### config.mk
export PLATFORM = sky130hd
export DESIGN_NAME = alu_share_arbiter
export DESIGN_NICKNAME = d
export VERILOG_FILES = /design/src/rtl/alu_share_arbiter.sv
export SDC_FILE = /design/constraint.sdc
export NUM_CORES = 1
export LEC_CHECK = 0
export ABC_CLOCK_PERIOD_IN_PS = 1500
export CORE_AREA = 2 2 117 119
export DETAILED_ROUTE_END_ITERATION = 8
export DIE_AREA = 0 0 119 121
export HOLD_SLACK_MARGIN = 0.06
export PLACE_DENSITY_LB_ADDON = 0.08
export SLEW_MARGIN = 25
export SYNTH_ARGS = -nofsm -noshare
export SYNTH_HDL_FRONTEND = slang
export SYNTH_SLANG_ARGS = --single-unit
### constraint.sdc
create_clock -name clk -period 1.5 [get_ports clk]
set_input_delay 0.3 -clock clk [delete_from_list [all_inputs] [get_ports clk]]
set_output_delay 0.3 -clock clk [all_outputs]
set_load 0.02 [all_outputs]
### src/rtl/alu_share_arbiter.sv
// Shares one combinational 32-bit ALU between two requesters using round-robin arbitration.
// Each operation takes IDLE -> EXEC -> DONE and ends with a one-cycle acknowledge.
module alu_share_arbiter #(
  parameter int DATA_W = 32,
  parameter int OP_W   = 4
) (
  input  logic              clk,
  input  logic              rst,
  input  logic              req0,
  input  logic              req1,
  input  logic [DATA_W-1:0] op1_0,
  input  logic [DATA_W-1:0] op2_0,
  input  logic [OP_W-1:0]   aluop_0,
  input  logic [DATA_W-1:0] op1_1,
  input  logic [DATA_W-1:0] op2_1,
  input  logic [OP_W-1:0]   aluop_1,
  output logic [DATA_W-1:0] alu_op1,
  output logic [DATA_W-1:0] alu_op2,
  output logic [OP_W-1:0]   alu_op,
  input  logic [DATA_W-1:0] alu_result,
  input  logic              alu_zero,
  output logic              ack0,
  output logic              ack1,
  output logic              err,
  output logic [DATA_W-1:0] result,
  output logic              zero,
  output logic              busy
);

  typedef enum logic [1:0] {IDLE, EXEC, DONE} state_t;

  state_t            state_q, state_d;
  logic              ptr_q, ptr_d;
  logic              gnt_q, gnt_d;
  logic [DATA_W-1:0] op1_q, op1_d;
  logic [DATA_W-1:0] op2_q, op2_d;
  logic [OP_W-1:0]   opc_q, opc_d;
  logic [DATA_W-1:0] result_q, result_d;
  logic              zero_q, zero_d;

  function automatic logic op_supported(input logic [OP_W-1:0] op);
    case (op)
      4'b0000, 4'b0001, 4'b0010, 4'b0110, 4'b0111,
      4'b1000, 4'b1001, 4'b1010, 4'b1101: op_supported = 1'b1;
      default:                            op_supported = 1'b0;
    endcase
  endfunction

  always_comb begin
    // NOTE: every next-state signal is given its hold value first, so no path can infer a latch.
    state_d  = state_q;
    ptr_d    = ptr_q;
    gnt_d    = gnt_q;
    op1_d    = op1_q;
    op2_d    = op2_q;
    opc_d    = opc_q;
    result_d = result_q;
    zero_d   = zero_q;
    case (state_q)
      IDLE: begin
        if (req0 || req1) begin
          // Under contention the pointer decides; otherwise the lone requester wins.
          gnt_d   = (req0 && req1) ? ptr_q : req1;
          op1_d   = gnt_d ? op1_1   : op1_0;
          op2_d   = gnt_d ? op2_1   : op2_0;
          opc_d   = gnt_d ? aluop_1 : aluop_0;
          state_d = EXEC;
        end
      end
      EXEC: begin
        if (op_supported(opc_q)) begin
          result_d = alu_result;
          zero_d   = alu_zero;
        end else begin
          result_d = '0;
          zero_d   = 1'b1;
        end
        state_d = DONE;
      end
      DONE: begin
        ptr_d   = ~gnt_q;
        state_d = IDLE;
      end
      default: state_d = IDLE;
    endcase
  end

  // NOTE: every register, including the operand and result copies, is cleared by reset
  // because the outputs must read 0 while reset is asserted.
  always_ff @(posedge clk or negedge rst) begin
    if (!rst) begin
      state_q  <= IDLE;
      ptr_q    <= 1'b0;
      gnt_q    <= 1'b0;
      op1_q    <= '0;
      op2_q    <= '0;
      opc_q    <= '0;
      result_q <= '0;
      zero_q   <= 1'b0;
    end else begin
      // NOTE: non-blocking assignments keep every register updating from the same pre-edge values.
      state_q  <= state_d;
      ptr_q    <= ptr_d;
      gnt_q    <= gnt_d;
      op1_q    <= op1_d;
      op2_q    <= op2_d;
      opc_q    <= opc_d;
      result_q <= result_d;
      zero_q   <= zero_d;
    end
  end

  assign alu_op1 = op1_q;
  assign alu_op2 = op2_q;
  assign alu_op  = opc_q;
  assign ack0    = (state_q == DONE) && !gnt_q;
  assign ack1    = (state_q == DONE) &&  gnt_q;
  assign err     = (state_q == DONE) && !op_supported(opc_q);
  assign result  = result_q;
  assign zero    = zero_q;
  assign busy    = (state_q != IDLE);

endmodule
==> flow_summary.ini, run 1 <==
[run_status]
status = finished, violations left
violations = setup timing

[sta]
slew_violations = 0
setup_ws_ns = -0.152
fin_crit_ns = 1.65
finalSetupViolations = 63
tightest_slew_ns = 0.394
clock_skew_ns = 0.00645
setup-tns-final_ns = -2.93
relSlewSlack_pct = 73.7
period_share_pct = 110
rsz0062_at_grt = true
finalHoldViolations = 0
fmax_mhz = 605

[floorplan]
num_rows = 42
die_w_um = 119
core_sq_mm = 0.0131
die_area_sq_mm = 0.0144
boundaryPins = 278
fp.dieH_um = 121
initial_core_util_pct = 38.4

[cells_and_area]
fin_nets = 1018
area_delta_synth_final_pct = 84.2
drive_gt1_share_pct = 20.5
fillers = 1018
antenna_cells = 0

[synth]
synth_edf_count = 0
synth_seq_cells = 105
ys_types = 28
yosysMostFrequentCell = dfrtp_1
syn-mean-instance-area_sq_um = 8.97
ys.flop_type = dfrtp_1
syn_nets = 733
ys_top_cells_by_area = dfrtp_1 52%, a31oi_1 8.5%, a21oi_1 8.0%, nand3_1 6.8%, o21ai_0 6.8%
yosysSeqAreaShare_pct = 52.3
synth_top_area_cell = dfrtp_1
async_reset_ff_share_pct = 100
yosysWarnings = 0
synth_largest_type_area_fraction_pct = 52.3
syn_inst = 560
synth_commonest_cells = 105 x dfrtp_1, 80 x a21oi_1, 68 x a31oi_1, 68 x nand3_1, 68 x o21ai_0
netlist_area_sq_mm = 0.00502

[clock_tree]
clk_pin_slew_ns = 0.07
cts_tree = done
cts.sinks = 105
htree_levels = 3
numCtsBuffers = 9
cts_root_buffer = clkbuf_16
worstSkewPairLatency_ns = 0.36
clock_path_buffers = 2

[detailed_routing]
firstDrtPassIters = 5
detail-route-antenna-nets = 0
first_iter_violations = 281
via_count = 5739
wl_per_cell_um = 20.3
vias_per_cell = 5.59
wl_mm = 20.8
drcViolationCount = 0

[global_routing]
grt_use_total_pct = 26.0
gr-total-overflow = 0
grt_max_degree = 47
grt_pass1_wl_mm = 29.3
antenna_found_initial = 0
grt_pass1_vias = 5616

[placed_design]
io_buffers = 277
gp_congestion = 0.812
hpwl_mm = 13.0

[run]
maxCapViolCount = 0

[setup_path]
start_kind = register
required_ns = 1.20
critical_path_class = register to primary output
critPathCaptureType = primary output
timing.critical_path.arrival_ns = 1.35
path_max_fanout = 3

[power_and_ir_drop]
ir_drop_mv = 1.10
power_density_mw_per_mm2 = 2020
power_mw = 18.7
p_leak_nw = 3.72

[min_path]
hp-class = input pin to register
## cells in the final DEF, fill, tap and decap left out, types with 2 or more instances in the layout
master,count
clkdlybuf4s50_1,170
dfrtp_1,105
dlygate4sd2_1,98
o21ai_0,68
nand3_1,68
nand2_1,66
a21oi_2,49
a21oi_1,47
a31oi_1,43
buf_4,22
a31oi_4,19
clkbuf_16,18
buf_12,16
buf_6,12
a31oi_2,6
a21oi_4,4
buf_8,4
inv_2,3
nor2_1,3
nor2b_4,2
nand3b_1,2
or2_2,2
nor2_4,2
clkinvlp_4,2
inv_6,2
clkdlybuf4s15_2,2
## logic make-up after synthesis
group | share of synthesized area [%]
flip-flops | 52.3
AO/OA/AOI/OAI | 27.6
buffers and inverters | 6.50
AND/OR/NAND/NOR | 13.6
## state kept, by name, indices dropped and copies added (netlist names)
register,cells
alu_op1,32
alu_op2,32
result,32
alu_op,4
state_q,2
gnt_q,1
ptr_q,1
zero,1
## report_power, final
group | leakage (nW) | internal (mW) | total (mW) | switching [mW]
registers | 1.23 | 4.20 | 5.00 | 0.804
clock network | 0.143 | 1.35 | 2.46 | 1.11
logic | 2.34 | 4.97 | 11.2 | 6.23
total | 3.72 | 10.5 | 18.7 | 8.14
## timing repair
action                                 4_1_cts  5_1_grt
setup endpoints to repair                  108      106
setup buffers                                1        8
endpoints found under the hold margin       23        0
gates cloned                                 1       13
hold buffers                                 1        0
gates resized for setup                    130       94
pin swaps                                    1        4
## per-stage QoR
stage	hold slack (ns)	util (%)	std cells	setup slack [ns]	cell area, sq um
after floorplan	0.00441	-	560	0.116	5020
after global placement	0.248	62.1	987	-0.223	8130
after detailed placement	0.251	62.1	987	-0.240	8130
after CTS	0.309	64.0	1005	-0.186	8370
after global routing	0.332	70.7	1026	-0.213	9250
final	0.320	70.7	1026	-0.152	9250
## final cells by class
type | instances | area, sq um | share of cell area [%]
multi-input combinational | 390 | 2580 | 27.9
clock buffer | 11 | 243 | 2.62
inverter | 3 | 11.3 | 0.122
tap | 176 | 220 | 2.38
sequential | 105 | 2630 | 28.4
timing repair buffer | 336 | 3510 | 37.9
clock inverter | 5 | 62.6 | 0.676
## metal layers
| metal | up-vias | share of wire [%] | track usage [%] |
|---|---|---|---|
| met3 | 52 | 6.8 | 6.02 |
| met2 | 279 | 51 | 44.5 |
| li1 | 2600 | - | - |
| met1 | 2808 | 38 | 30.1 |
| met5 | - | 0 | 0 |
| met4 | 0 | 4.2 | 14.1 |
## worst max-delay path, stage by stage, from the launching register on
cell and delay, ns:
dfrtp_1 0.40, or2_2 0.31, o2111a_1 0.15, buf_6 0.13
## worst paths after layout
kind	from	endpoint	slack, ns	depth (start not counted)
setup / recovery	alu_op[0]$_DFFE_PN0P_	err	-0.15	3
hold reg to reg	result[25]$_DFFE_PN0N_	result[25]$_DFFE_PN0N_	0.53	2
setup reg to reg	state_q[1]$_DFFE_PN0P_	alu_op2[13]$_DFFE_PN0P_	-0.11	9
max in group asynchronous	rst	alu_op2[14]$_DFFE_PN0P_	0.55	3
hold / removal	req1	alu_op1[30]$_DFFE_PN0P_	0.32	3
min in group asynchronous	rst	alu_op2[21]$_DFFE_PN0P_	0.41	2
No activity file was read; power rests on OpenSTA's default activity.
==> inputs of run 2 (changes only) <==
CAP_MARGIN = 40   (was unset)
SLEW_MARGIN = 15   (was 25)
==> results of run 2 <==
No change in the layout: final DEF, timing and power equal those of run 1.
==> inputs of run 3 (changes only) <==
HOLD_SLACK_MARGIN = unset   (was 0.06)
SKIP_LAST_GASP = 1   (was unset)
==> run 3 against run 2 <==
Effect of this change: the run still ends with setup timing left; clock skew up 0.0010 ns; sequential share of layout area about the same; core utilization down 0.057 points; worst hold slack about the same; combinational power about the same; sequential cell count unchanged; clock power about the same; critical path depth unchanged; sequential power about the same; cell count unchanged.
==> flow_summary.ini, run 3 (synthesized netlist as in run 1, its figures left out) <==
[setup_path]
path_max_fanout = 3
required_ns = 1.20
path_cells = or2_2, o2111a_1, buf_6
critical_path_class = register to primary output
critPathMaxStageDelay_ns = 0.40
reg2reg_depth = 9
critical_path_buf_inv_count = 1
crit_cells = 3
slowest_stage = dfrtp_1
critPathCaptureType = primary output
start_kind = register
timing.critical_path.arrival_ns = 1.35
path_delay_family = flip-flops

[placed_design]
place_inst = 987
post-place-ws_ns = -0.240
gp_congestion = 0.812
hpwl_mm = 13.0
io_buffers = 277
placed_cell_area_sq_mm = 0.00813

[detailed_routing]
firstDrtPassIters = 5
drcViolationCount = 0
first_iter_violations = 268
wl_mm = 20.8
via_count = 5717
vias_per_cell = 5.57
detail-route-antenna-nets = 0
wl_per_cell_um = 20.2

[clock_tree]
clock_path_buffers = 2
worstSkewPairLatency_ns = 0.36
numCtsBuffers = 9
cts.sinks = 105
cts_tree = done
htree_levels = 3
clk_pin_slew_ns = 0.07
cts_root_buffer = clkbuf_16

[run_status]
status = finished, violations left
violations = setup timing

[cells_and_area]
area_delta_synth_final_pct = 84.1
drive_gt1_share_pct = 19.9
stdcell_area_sq_mm = 0.00924
fin_nets = 1018
fillers = 1023
fin_cells = 1026
final_common_cell = clkdlybuf4s50_1
final_cell_mix = 170 x clkdlybuf4s50_1, 105 x dfrtp_1, 98 x dlygate4sd2_1
antenna_cells = 0
utilization_pct = 70.6

[floorplan]
boundaryPins = 278
fp.dieH_um = 121
core_sq_mm = 0.0131
initial_core_util_pct = 38.4
die_w_um = 119
num_rows = 42
die_area_sq_mm = 0.0144

[sta]
finalSetupViolations = 68
slew_violations = 0
hold_slack_ns = 0.320
finalHoldViolations = 0
rsz0062_at_grt = true
fmax_mhz = 606
clock_skew_ns = 0.00749
setup_ws_ns = -0.151
tightest_slew_ns = 0.391
period_share_pct = 110
relSlewSlack_pct = 73.9
setup-tns-final_ns = -2.99
fin_crit_ns = 1.65

[global_routing]
antenna_found_initial = 0
grt_use_total_pct = 26.0
grt_max_degree = 47
gr-total-overflow = 0
grt_pass1_wl_mm = 29.3
grt_pass1_vias = 5606

[min_path]
hp-class = input pin to register
whs_path_depth = 3

[power_and_ir_drop]
p_leak_nw = 3.72
power_density_mw_per_mm2 = 2020
power_mw = 18.6
ir_drop_mv = 1.10

[run]
maxCapViolCount = 0
## run 3: cell counts in the layout (fill, tap and decap cells not counted)
No cell type changed its count.
## run 3: power by group
group / internal, mW / switching [mW] / leakage [nW]
logic: 4.97 / 6.21 / 2.34
clock network: 1.35 / 1.11 / 0.143
registers: 4.20 / 0.794 / 1.23
total: 10.5 / 8.11 / 3.72
## run 3: worst reg2reg max path: stages (launching register included)
cell       delay (ns)
dfrtp_1          0.39
buf_4            0.15
nor2_4           0.11
inv_2            0.05
buf_6            0.12
nor2_4           0.16
buf_12           0.16
buf_6            0.11
clkbuf_16        0.15
a31oi_4          0.07
## run 3: layout make-up
class	count	area, sq um	area share [%]
Sequential cell	105	2630	28.4
Clock inverter	5	62.6	0.677
Timing Repair Buffer	336	3510	38.0
Multi-Input combinational cell	390	2570	27.8
Clock buffer	11	243	2.63
Inverter	3	11.3	0.122
Tap cell	176	220	2.38
## run 3: path summary, 6_finish.rpt
| path | from | slack [ns] | to |
|---|---|---|---|
| worst min register to register | result[16]$_DFFE_PN0N_ | 0.52 | result[16]$_DFFE_PN0N_ |
| worst max register to register | state_q[1]$_DFFE_PN0P_ | -0.10 | alu_op1[21]$_DFFE_PN0P_ |
| worst max-delay path | alu_op[0]$_DFFE_PN0P_ | -0.15 | err |
| min in group asynchronous | rst | 0.41 | alu_op2[21]$_DFFE_PN0P_ |
| max in group asynchronous | rst | 0.55 | alu_op1[2]$_DFFE_PN0P_ |
| worst min-delay path | req1 | 0.32 | alu_op1[30]$_DFFE_PN0P_ |
## run 3: per-layer routing
metal / track usage [%] / part of all wire [%]
met4: 14.1 / 4.1
met1: 30.3 / 38
met5: 0 / 0
met3: 6.06 / 6.5
met2: 44.4 / 51
## run 3: repair_timing
action                                  in CTS  in global routing
cloned                                       1                 13
endpoints found under the setup margin     108                104
resized for setup                          128                 94
hold endpoints to repair                    23                  0
buffers inserted                             1                  8
pin swaps                                    1                  4
hold buffers                                 1                  0
